## src/rtl/tuner_ctrl_mc.sv

```systemverilog
// tuner_ctrl_mc
// Multi-channel tuning drive controller. A time-multiplexed stream of phase
// samples, each tagged with a channel index, runs through one shared pipeline:
//   stage 1  register the sample and qualify the channel index
//   stage 2  wrap-aware phase error against the channel setpoint -> mag, sgn
//   stage 3  rate law (clamped proportional law between f_min and f_max)
//   update   per-channel OFF/SEEK/HOLD/FAULT state machine and output registers
// A sample strobed at edge t shows up on the outputs after edge t+3.
//
// Ports
//   clk, rst          clock, asynchronous active-high reset
//   enable[CH]        per-channel mode enable (level)
//   s_valid/s_ch/s_phase  sample strobe, channel tag, unsigned modular phase
//   fi_set[CH*W]      per-channel setpoints, channel c at [c*W +: W]
//   win, dz, gate     hold window, dead zone / re-seek threshold, full-rate threshold
//   k                 proportional gain (product shifted right by SHIFT)
//   f_min, f_max      rate bounds
//   to_lim            SEEK sample budget, 0 disables the timeout
//   drv_en, dir, rate, fault   per-channel drive outputs
//   upd_valid, upd_ch one-cycle pulse naming the channel just updated
//
// State table (per channel)
//   OFF   | channel disabled, no drive
//   SEEK  | driving toward setpoint, timeout counting samples
//   HOLD  | inside window, no drive, waits for error >= dz
//   FAULT | timeout expired, sticky until enable drops
module tuner_ctrl_mc #(
  parameter int CH    = 4,
  parameter int W     = 16,
  parameter int KW    = 16,
  parameter int SHIFT = 8,
  parameter int TW    = 16,
  localparam int CW   = $clog2(CH)
) (
  input  logic            clk,
  input  logic            rst,
  input  logic [CH-1:0]   enable,
  input  logic            s_valid,
  input  logic [CW-1:0]   s_ch,
  input  logic [W-1:0]    s_phase,
  input  logic [CH*W-1:0] fi_set,
  input  logic [W-1:0]    win,
  input  logic [W-1:0]    dz,
  input  logic [W-1:0]    gate,
  input  logic [KW-1:0]   k,
  input  logic [W-1:0]    f_min,
  input  logic [W-1:0]    f_max,
  input  logic [TW-1:0]   to_lim,
  output logic [CH-1:0]   drv_en,
  output logic [CH-1:0]   dir,
  output logic [CH*W-1:0] rate,
  output logic [CH-1:0]   fault,
  output logic            upd_valid,
  output logic [CW-1:0]   upd_ch
);

  localparam int PW = W + KW;
  localparam logic [CW:0] CH_LIM = (CW+1)'(CH);

  typedef enum logic [1:0] {
    ST_OFF   = 2'd0,
    ST_SEEK  = 2'd1,
    ST_HOLD  = 2'd2,
    ST_FAULT = 2'd3
  } state_t;

  // ---------------- stage 1 ----------------
  logic          p1_vld_q;
  logic [CW-1:0] p1_ch_q;
  logic [W-1:0]  p1_phase_q;

  always_ff @(posedge clk or posedge rst) begin
    if (rst) begin
      p1_vld_q   <= 1'b0;
      p1_ch_q    <= '0;
      p1_phase_q <= '0;
    end else begin
      p1_vld_q   <= s_valid && ({1'b0, s_ch} < CH_LIM);
      p1_ch_q    <= s_ch;
      p1_phase_q <= s_phase;
    end
  end

  // ---------------- stage 2 ----------------
  logic [W-1:0] set_sel;
  logic [W-1:0] err;
  logic [W-1:0] mag_d;

  always_comb begin
    set_sel = '0;
    for (int c = 0; c < CH; c++) begin
      if (p1_ch_q == CW'(c)) set_sel = fi_set[c*W +: W];
    end
  end

  // Modular difference read as signed gives the shortest path across the wrap.
  // The most negative value has no positive twin, so it saturates.
  always_comb begin
    err = p1_phase_q - set_sel;
    if (err[W-1]) begin
      if (err == {1'b1, {(W-1){1'b0}}}) mag_d = {1'b0, {(W-1){1'b1}}};
      else                              mag_d = -err;
    end else begin
      mag_d = err;
    end
  end

  logic          p2_vld_q;
  logic [CW-1:0] p2_ch_q;
  logic [W-1:0]  p2_mag_q;
  logic          p2_sgn_q;

  always_ff @(posedge clk or posedge rst) begin
    if (rst) begin
      p2_vld_q <= 1'b0;
      p2_ch_q  <= '0;
      p2_mag_q <= '0;
      p2_sgn_q <= 1'b0;
    end else begin
      p2_vld_q <= p1_vld_q;
      p2_ch_q  <= p1_ch_q;
      p2_mag_q <= mag_d;
      p2_sgn_q <= err[W-1];
    end
  end

  // ---------------- stage 3: rate law ----------------
  // Full-width product and sum so a large gain clamps to f_max instead of wrapping.
  logic [W-1:0]  diff;
  logic [PW-1:0] prod;
  logic [PW-1:0] scaled;
  logic [PW:0]   lin_sum;
  logic [W-1:0]  lin_rate;
  logic [W-1:0]  law_d;

  always_comb begin
    diff     = p2_mag_q - dz;
    prod     = PW'(k) * PW'(diff);
    scaled   = prod >> SHIFT;
    lin_sum  = (PW+1)'(f_min) + (PW+1)'(scaled);
    lin_rate = (lin_sum > (PW+1)'(f_max)) ? f_max : lin_sum[W-1:0];
    if (p2_mag_q >= gate)    law_d = f_max;
    else if (p2_mag_q >= dz) law_d = lin_rate;
    else                     law_d = f_min;
  end

  logic          p3_vld_q;
  logic [CW-1:0] p3_ch_q;
  logic [W-1:0]  p3_mag_q;
  logic          p3_sgn_q;
  logic [W-1:0]  p3_rate_q;

  always_ff @(posedge clk or posedge rst) begin
    if (rst) begin
      p3_vld_q  <= 1'b0;
      p3_ch_q   <= '0;
      p3_mag_q  <= '0;
      p3_sgn_q  <= 1'b0;
      p3_rate_q <= '0;
    end else begin
      p3_vld_q  <= p2_vld_q;
      p3_ch_q   <= p2_ch_q;
      p3_mag_q  <= p2_mag_q;
      p3_sgn_q  <= p2_sgn_q;
      p3_rate_q <= law_d;
    end
  end

  // ---------------- per-channel FSM ----------------
  state_t        state_q [CH];
  state_t        state_d [CH];
  logic [TW-1:0] cnt_q   [CH];
  logic [TW-1:0] cnt_d   [CH];
  logic [W-1:0]  rate_q  [CH];
  logic [W-1:0]  rate_d  [CH];
  logic [CH-1:0] drv_en_q, drv_en_d;
  logic [CH-1:0] dir_q, dir_d;
  logic [CH-1:0] fault_q, fault_d;
  logic          upd_valid_q, upd_valid_d;
  logic [CW-1:0] upd_ch_q, upd_ch_d;

  always_comb begin
    logic          hit;
    state_t        cur;
    logic [TW-1:0] cur_cnt;
    logic [TW-1:0] cnt_inc;

    upd_valid_d = 1'b0;
    upd_ch_d    = upd_ch_q;
    drv_en_d    = drv_en_q;
    dir_d       = dir_q;
    fault_d     = fault_q;

    for (int c = 0; c < CH; c++) begin
      state_d[c] = state_q[c];
      cnt_d[c]   = cnt_q[c];
      rate_d[c]  = rate_q[c];
      hit        = p3_vld_q && (p3_ch_q == CW'(c));
      cur        = state_q[c];
      cur_cnt    = cnt_q[c];
      cnt_inc    = cnt_q[c] + 1'b1;

      if (!enable[c]) begin
        // Disable overrides everything, including a sample landing this edge.
        state_d[c]  = ST_OFF;
        cnt_d[c]    = '0;
        drv_en_d[c] = 1'b0;
        rate_d[c]   = '0;
        fault_d[c]  = 1'b0;
      end else begin
        if (cur == ST_OFF) begin
          // A sample arriving on the wake-up edge is treated as a first SEEK sample.
          cur         = ST_SEEK;
          cur_cnt     = '0;
          cnt_inc     = TW'(1);
          state_d[c]  = ST_SEEK;
          cnt_d[c]    = '0;
          drv_en_d[c] = 1'b1;
          rate_d[c]   = '0;
          fault_d[c]  = 1'b0;
        end

        if (hit) begin
          case (cur)
            ST_SEEK: begin
              upd_valid_d = 1'b1;
              upd_ch_d    = p3_ch_q;
              dir_d[c]    = p3_sgn_q;
              if (p3_mag_q <= win) begin
                state_d[c]  = ST_HOLD;
                cnt_d[c]    = cur_cnt;
                drv_en_d[c] = 1'b0;
                rate_d[c]   = '0;
              end else if ((to_lim != '0) && (cnt_inc >= to_lim)) begin
                // >= so a budget lowered mid-seek still trips.
                state_d[c]  = ST_FAULT;
                cnt_d[c]    = cnt_inc;
                drv_en_d[c] = 1'b0;
                rate_d[c]   = '0;
                fault_d[c]  = 1'b1;
              end else begin
                state_d[c]  = ST_SEEK;
                cnt_d[c]    = cnt_inc;
                drv_en_d[c] = 1'b1;
                rate_d[c]   = p3_rate_q;
              end
            end
            ST_HOLD: begin
              upd_valid_d = 1'b1;
              upd_ch_d    = p3_ch_q;
              if (p3_mag_q >= dz) begin
                state_d[c]  = ST_SEEK;
                cnt_d[c]    = '0;
                dir_d[c]    = p3_sgn_q;
                drv_en_d[c] = 1'b1;
                rate_d[c]   = p3_rate_q;
              end
            end
            default: ;
          endcase
        end
      end
    end
  end

  always_ff @(posedge clk or posedge rst) begin
    if (rst) begin
      for (int c = 0; c < CH; c++) begin
        state_q[c] <= ST_OFF;
        cnt_q[c]   <= '0;
        rate_q[c]  <= '0;
      end
      drv_en_q    <= '0;
      dir_q       <= '0;
      fault_q     <= '0;
      upd_valid_q <= 1'b0;
      upd_ch_q    <= '0;
    end else begin
      for (int c = 0; c < CH; c++) begin
        state_q[c] <= state_d[c];
        cnt_q[c]   <= cnt_d[c];
        rate_q[c]  <= rate_d[c];
      end
      drv_en_q    <= drv_en_d;
      dir_q       <= dir_d;
      fault_q     <= fault_d;
      upd_valid_q <= upd_valid_d;
      upd_ch_q    <= upd_ch_d;
    end
  end

  always_comb begin
    for (int c = 0; c < CH; c++) rate[c*W +: W] = rate_q[c];
  end

  assign drv_en    = drv_en_q;
  assign dir       = dir_q;
  assign fault     = fault_q;
  assign upd_valid = upd_valid_q;
  assign upd_ch    = upd_ch_q;

endmodule

```

## config.mk

```make
export PLATFORM = sky130hd
export DESIGN_NAME = tuner_ctrl_mc
export DESIGN_NICKNAME = d
export VERILOG_FILES = /design/src/rtl/tuner_ctrl_mc.sv
export SDC_FILE = /design/constraint.sdc
export NUM_CORES = 2
export LEC_CHECK = 0
export CELL_PAD_IN_SITES_DETAIL_PLACEMENT = 1
export CELL_PAD_IN_SITES_GLOBAL_PLACEMENT = 2
export CORE_MARGIN = 2
export CORE_UTILIZATION = 36
export CTS_CLUSTER_SIZE = 20
export DETAILED_ROUTE_END_ITERATION = 10
export PLACE_DENSITY = 0.8
export SLEW_MARGIN = 0
export SYNTH_ARGS = -nofsm -noshare
export SYNTH_HDL_FRONTEND = slang
export SYNTH_SLANG_ARGS = --single-unit
```

## constraint.sdc

```tcl
create_clock -name clk -period 15.61 [get_ports clk]
set_input_delay 3.9025 -clock clk [delete_from_list [all_inputs] [get_ports clk]]
set_output_delay 3.9025 -clock clk [all_outputs]
set_load 0.02 [all_outputs]
```

Yosys cells after proc, flatten, opt, wreduce, memory -nomap -nowiden --
Index checks and enable logic that the tools add are counted.
Cells by class: multiplexer cells 182, reduce and logical (&&, ||, !) cells 27, add/subtract/negate cells 8, multiply operators 1, eq/ne operators 19, magnitude comparators 9
Operators with widths (number):
- 16-bit two-way mux | 61
- 16-bit case mux with 2 select lines | 8
- 16-bit greater-or-equal comparator | 7
- 2-bit two-way mux | 40
- 16-bit by 1-bit adder with 16-bit output (second input constant) | 4
- 1-bit two-way mux | 61
- 16-bit by 16-bit multiplier with 32-bit output | 1
- 16-bit subtractor | 2
- 16-bit by 24-bit adder with 25-bit output | 1
- 25-bit by 16-bit greater-than comparator with 1-bit output | 1
- 16-bit equality test (second input constant) | 1
- 2-bit equality test (second input constant) | 8
- 16-bit <= comparator | 1
- 16-bit negator | 1
- 1-bit case mux with 2 select lines | 8
- 2-bit case mux with 2 select lines | 4
- 4-bit AND reduction | 4
- 16-bit nonzero test | 1
- 2-bit by 1-bit equality test with 1-bit output (second input constant) | 6
- 2-bit logical NOT | 6
- 1-bit logical AND | 8
- 2-bit inequality test (second input constant) | 4
- 2-bit nonzero test | 4
- 2-bit OR reduction | 4
Storage, ports and cells: input port bits 201, word-level logic and storage cells 278, register bits after elaboration 226, output and inout bits 79

Depth between registers and ports, before layout --
depth after elaboration 17, depth in mapped cells 55

Worst setup path before layout --
OpenSTA, ideal clock, no wires.
path kind input port to flip-flop, start input port dz[1], end register p3_rate_q[10], path slack 0.464 ns, stages on the path 49, arrival 15.023 ns, data required time 15.487 ns, buffers on the path 3, cell sequence inv_1 > ha_1 > nor2b_1 > o21ai_0 > a21boi_1 > o21ai_0 > a21boi_0 > o21ai_0 > a21boi_0 > o21ai_1 > a211oi_1 > o31a_1 > o21ai_0 > clkbuf_1 > nand3_1 > fa_1 > fa_1 > inv_1 > [13 not listed] > a221oi_1 > o21ai_0 > inv_1 > nand3b_1 > a21oi_1 > xnor2_1 > ha_1 > nand4_1 > or4_1 > o211ai_1 > o211ai_1 > or4_1 > a211oi_1 > nand4_1 > or2_1 > buf_6 > buf_6 > o221a_1
Between the ends: cells in the longest elaborated chain, start to end 7
RTL lines:
- start: declaration | RTL line 43 | input logic [W-1:0] dz,
- 16-bit subtractor | RTL line 137 | diff = p2_mag_q - dz;
- 16-bit by 16-bit multiplier with 32-bit output | RTL line 138 | prod = PW'(k) * PW'(diff);
- 16-bit by 24-bit adder with 25-bit output | RTL line 140 | lin_sum = (PW+1)'(f_min) + (PW+1)'(scaled);
- 25-bit by 16-bit greater-than comparator with 1-bit output | RTL line 141 | lin_rate = (lin_sum > (PW+1)'(f_max)) ? f_max : lin_sum[W-1:0];
- 16-bit two-way mux | RTL line 141
- 16-bit two-way mux (*) | RTL line 143 | else if (p2_mag_q >= dz) law_d = lin_rate;
- 16-bit two-way mux (*) | RTL line 142 | if (p2_mag_q >= gate) law_d = f_max;
- via law_d[10] | RTL line 134 | logic [W-1:0] law_d;
- end signal: assignment | RTL line 165 | p3_rate_q <= law_d;
- end: declaration | RTL line 151 | logic [W-1:0] p3_rate_q;
Mark *: on every way through the listed nets, which the timed path passes. The rest lies on a longest branch. A chain may end at the register's enable or synchronous reset.

Worst setup path after layout --
start input port dz[2], end register p3_rate_q[2]
The elaborated chain is that of the path after synthesis.

==> metrics.cfg <==
[grt]
grt_pass1_wl_um = 141000
grt_max_degree = 125
grt-ovfl-total = 0
grt_pass1_vias = 25400
antenna_found_initial = 4
track_usage = 0.240

[routing]
vias = 22800
drt-initial-drc-count = 1210
drtPass1Iterations = 5
ant_nets = 0
drc = 0
wl_per_cell_um = 21.1
viasPerCell = 5.44
drt-total-wl_um = 88400

[clocking]
cts_tree = done
htreeDepth = 1
cts-root-buf = clkbuf_16
clock-sinks = 226
cts_max_path_buffers = 3
numCtsBuffers = 29
clkTransAtPathRegs_ns = 0.06
clk_latency_ns = 0.59
holdBufCountCts = 0

[cells_and_area]
syn2layout_area_growth_pct = 23.9
fin_area_um2 = 31700
multi_input_area_um2 = 18300
nFillCells = 8156
nNetsFinal = 3899
regArea_um2 = 5660
drive_gt1_frac = 0.104

[run]
maxCapViolCount = 0

[timing]
grt_setup_unrepaired = no
whs_ns = 0.348
slew_violations = 0
finalHoldViolations = 0
worst_pin_slew_ns = 1.16
finalSetupViolations = 0
min_period_ns = 15.04
relSlewSlack = 0.225
post-route-period-util = 0.963
fin_skew_ns = 0.0371
fmax_ghz = 0.0665
setup_slack_ns = 0.572
fin_tns_setup_ns = 0

[setup_path]
path_buf_inv = 11
r2r-end = p3_rate_q[2]$_DFF_PP0_
critPathArrivalTime_ns = 15.51
reg2reg_slack_ns = 3.81
worstSetupPathType = input pin to flop
critPathMaxStageDelay_ns = 0.55
worst_path_most_repeated_cell = buf_4
worstPathRequired_ns = 16.09
crit_family = adder cells
r2r_start = p2_mag_q[1]$_DFF_PP0_
worstRegToRegCells = 44
startpoint_type = input pin
endpoint_kind = flop
cp_slowest_cell = fa_1
cp_max_fo = 16

[hold_path]
holdPathEnd = p3_ch_q[0]$_DFF_PP0_
hp-start = p2_ch_q[0]$_DFF_PP0_
min_path_cells = 0
hold_path_class = flop to flop

[synthesis]
synth_compound_area_frac = 0.178
syn_inst = 2876
syn_area_um2 = 25500
synth_commonest_cells = inv_1, ha_1, nand2_1, dfrtp_1, fa_1
synth_top_family_by_area = adder cells
avgSynthCellArea_um2 = 8.88
synth.area.top_cells = dfrtp_1, fa_1, ha_1, inv_1, nand2_1
synth_xor_area_frac = 0.0452
synth_mux_area_frac = 0.0188
async_reset_ff_frac = 1.00
synth_edf_count = 0
ys_types = 90
yosysWarningCount = 0
synth_seq_area_share = 0.221
synth_ff_type = dfrtp_1
synth.net_count = 3555
ys_ff_latch = 226
synth-simple-area-share = 0.170
yosys.area_share.adder = 0.292
synth.most_common_cell = inv_1
yosys.area.top_type_share = 0.221
yosysTopAreaCell = dfrtp_1

[die]
dieArea_um2 = 73100
die_y_um = 270
rows = 97
core_um2 = 70100
start_util = 0.364
num_io_pins = 280
die_x_um = 270

[placement]
dp_hpwl_um = 69800
dp_slack_ns = -1.12
port-buffer-count = 279
gp_congestion = 0.922
postPlaceCellArea_um2 = 30300

[status]
status = finished, final reports clean

==> cells in the final DEF (no fill, tap or decap), types with 9 or more instances in the layout <==
cell / netlist / routed
a221oi_1: 14 / 12
nand2b_1: 52 / 52
nor2_1: 137 / 136
o211ai_1: 13 / 13
nand4_1: 17 / 17
o31ai_1: 11 / 10
a32o_1: 12 / 12
a31oi_1: 33 / 33
a21o_1: 80 / 80
mux4_2: 16 / 16
a21oi_1: 163 / 156
nor2b_1: 45 / 42
nand3_1: 61 / 60
ha_1: 282 / 276
xnor2_1: 79 / 74
nor3b_1: 17 / 17
buf_4: 1 / 170
a22o_1: 57 / 57
and3_1: 50 / 49
xor2_1: 53 / 52
inv_1: 364 / 362
a21oi_2: 3 / 10
or2_2: 13 / 13
a311oi_1: 17 / 17
o21ai_0: 100 / 92
o21a_1: 23 / 23
nor4_1: 22 / 22
dfrtp_1: 226 / 226
o221a_1: 9 / 9
clkbuf_16: 0 / 29
nand2_1: 246 / 246
and2_1: 109 / 109
o21ai_2: 1 / 9
or3_1: 15 / 15
a211oi_1: 36 / 32
fa_1: 196 / 191
clkdlybuf4s50_1: 0 / 277
nor3_1: 42 / 41
==> worst reg2reg max path, delay by kind of cell (launching register included) <==
kind            cells  cell delay (ns)
flops               1             0.45
buf+inv             4             0.57
simple gates       11             3.21
compound gates     17             2.98
xor+xnor            2             0.30
fa+ha+maj          10             4.23
==> cell type report <==
type | count | area share
tap | 940 | 0.0372
antenna | 3 | 0.000237
inverter | 366 | 0.0436
multi-input combinational | 2144 | 0.577
timing repair buffer | 453 | 0.131
clock buffer | 38 | 0.0256
clock inverter | 12 | 0.00664
sequential | 226 | 0.179
==> kinds of logic (layout without fill, tap and decap cells) <==
kind of cell    count (synthesis)  count (layout)
xor+xnor                      132             132
compound gates                655             655
flops                         226             226
buf+inv                       506             869
other cells                     0               3
fa+ha+maj                     478             478
simple gates                  852             852
mux                            27              27
==> timing repair <==
action / CTS / global route
pin swaps: 6 / 38
endpoints found under the setup margin: 16 / 16
resized for setup: 11 / 57
setup buffers: 2 / 5
==> worst max path at each step <==
stage                                         end  cells after the start  slack [ns]  start
after detailed placement   p3_rate_q[2]$_DFF_PP0_                     49       -1.12  dz[1]
after global routing       p3_rate_q[2]$_DFF_PP0_                     47        0.02  dz[3]
after CTS                  p3_rate_q[2]$_DFF_PP0_                     49        0.07  dz[0]
after global placement     p3_rate_q[4]$_DFF_PP0_                     49       -0.70  dz[1]
final                      p3_rate_q[2]$_DFF_PP0_                     51        0.57  dz[2]
after floorplan           p3_rate_q[10]$_DFF_PP0_                     49        0.46  dz[1]
==> flip-flops by register name, indices dropped and copies added (netlist names) <==
register	flops
p3_ch_q	2
upd_valid	1
dir	4
fault	4
upd_ch	2
rate	64
p1_ch_q	2
p3_vld_q	1
p2_ch_q	2
p2_vld_q	1
drv_en	4
p1_phase_q	16
p2_mag_q	16
p3_sgn_q	1
p1_vld_q	1
p3_mag_q	16
p3_rate_q	16
cnt_q	64
state_q	8
p2_sgn_q	1
==> per-stage QoR <==
stage	util	cells
CTS	0.447	4174
finish	0.451	4182
floorplan	-	2876
global route	0.451	4182
global placement	0.432	4122
detailed placement	0.432	4122
==> routing by layer <==
| metal | GRT usage | wire (um) | up-vias |
|---|---|---|---|
| met5 | 0 | 13 | - |
| met4 | 0.0874 | 3240 | 2 |
| met3 | 0.0223 | 2880 | 162 |
| met2 | 0.432 | 44400 | 499 |
| met1 | 0.297 | 37800 | 11500 |
| li1 | - | - | 10600 |
Power is not shown: default switching activity piles up to over one toggle a cycle in this logic, so the estimate is an artifact.
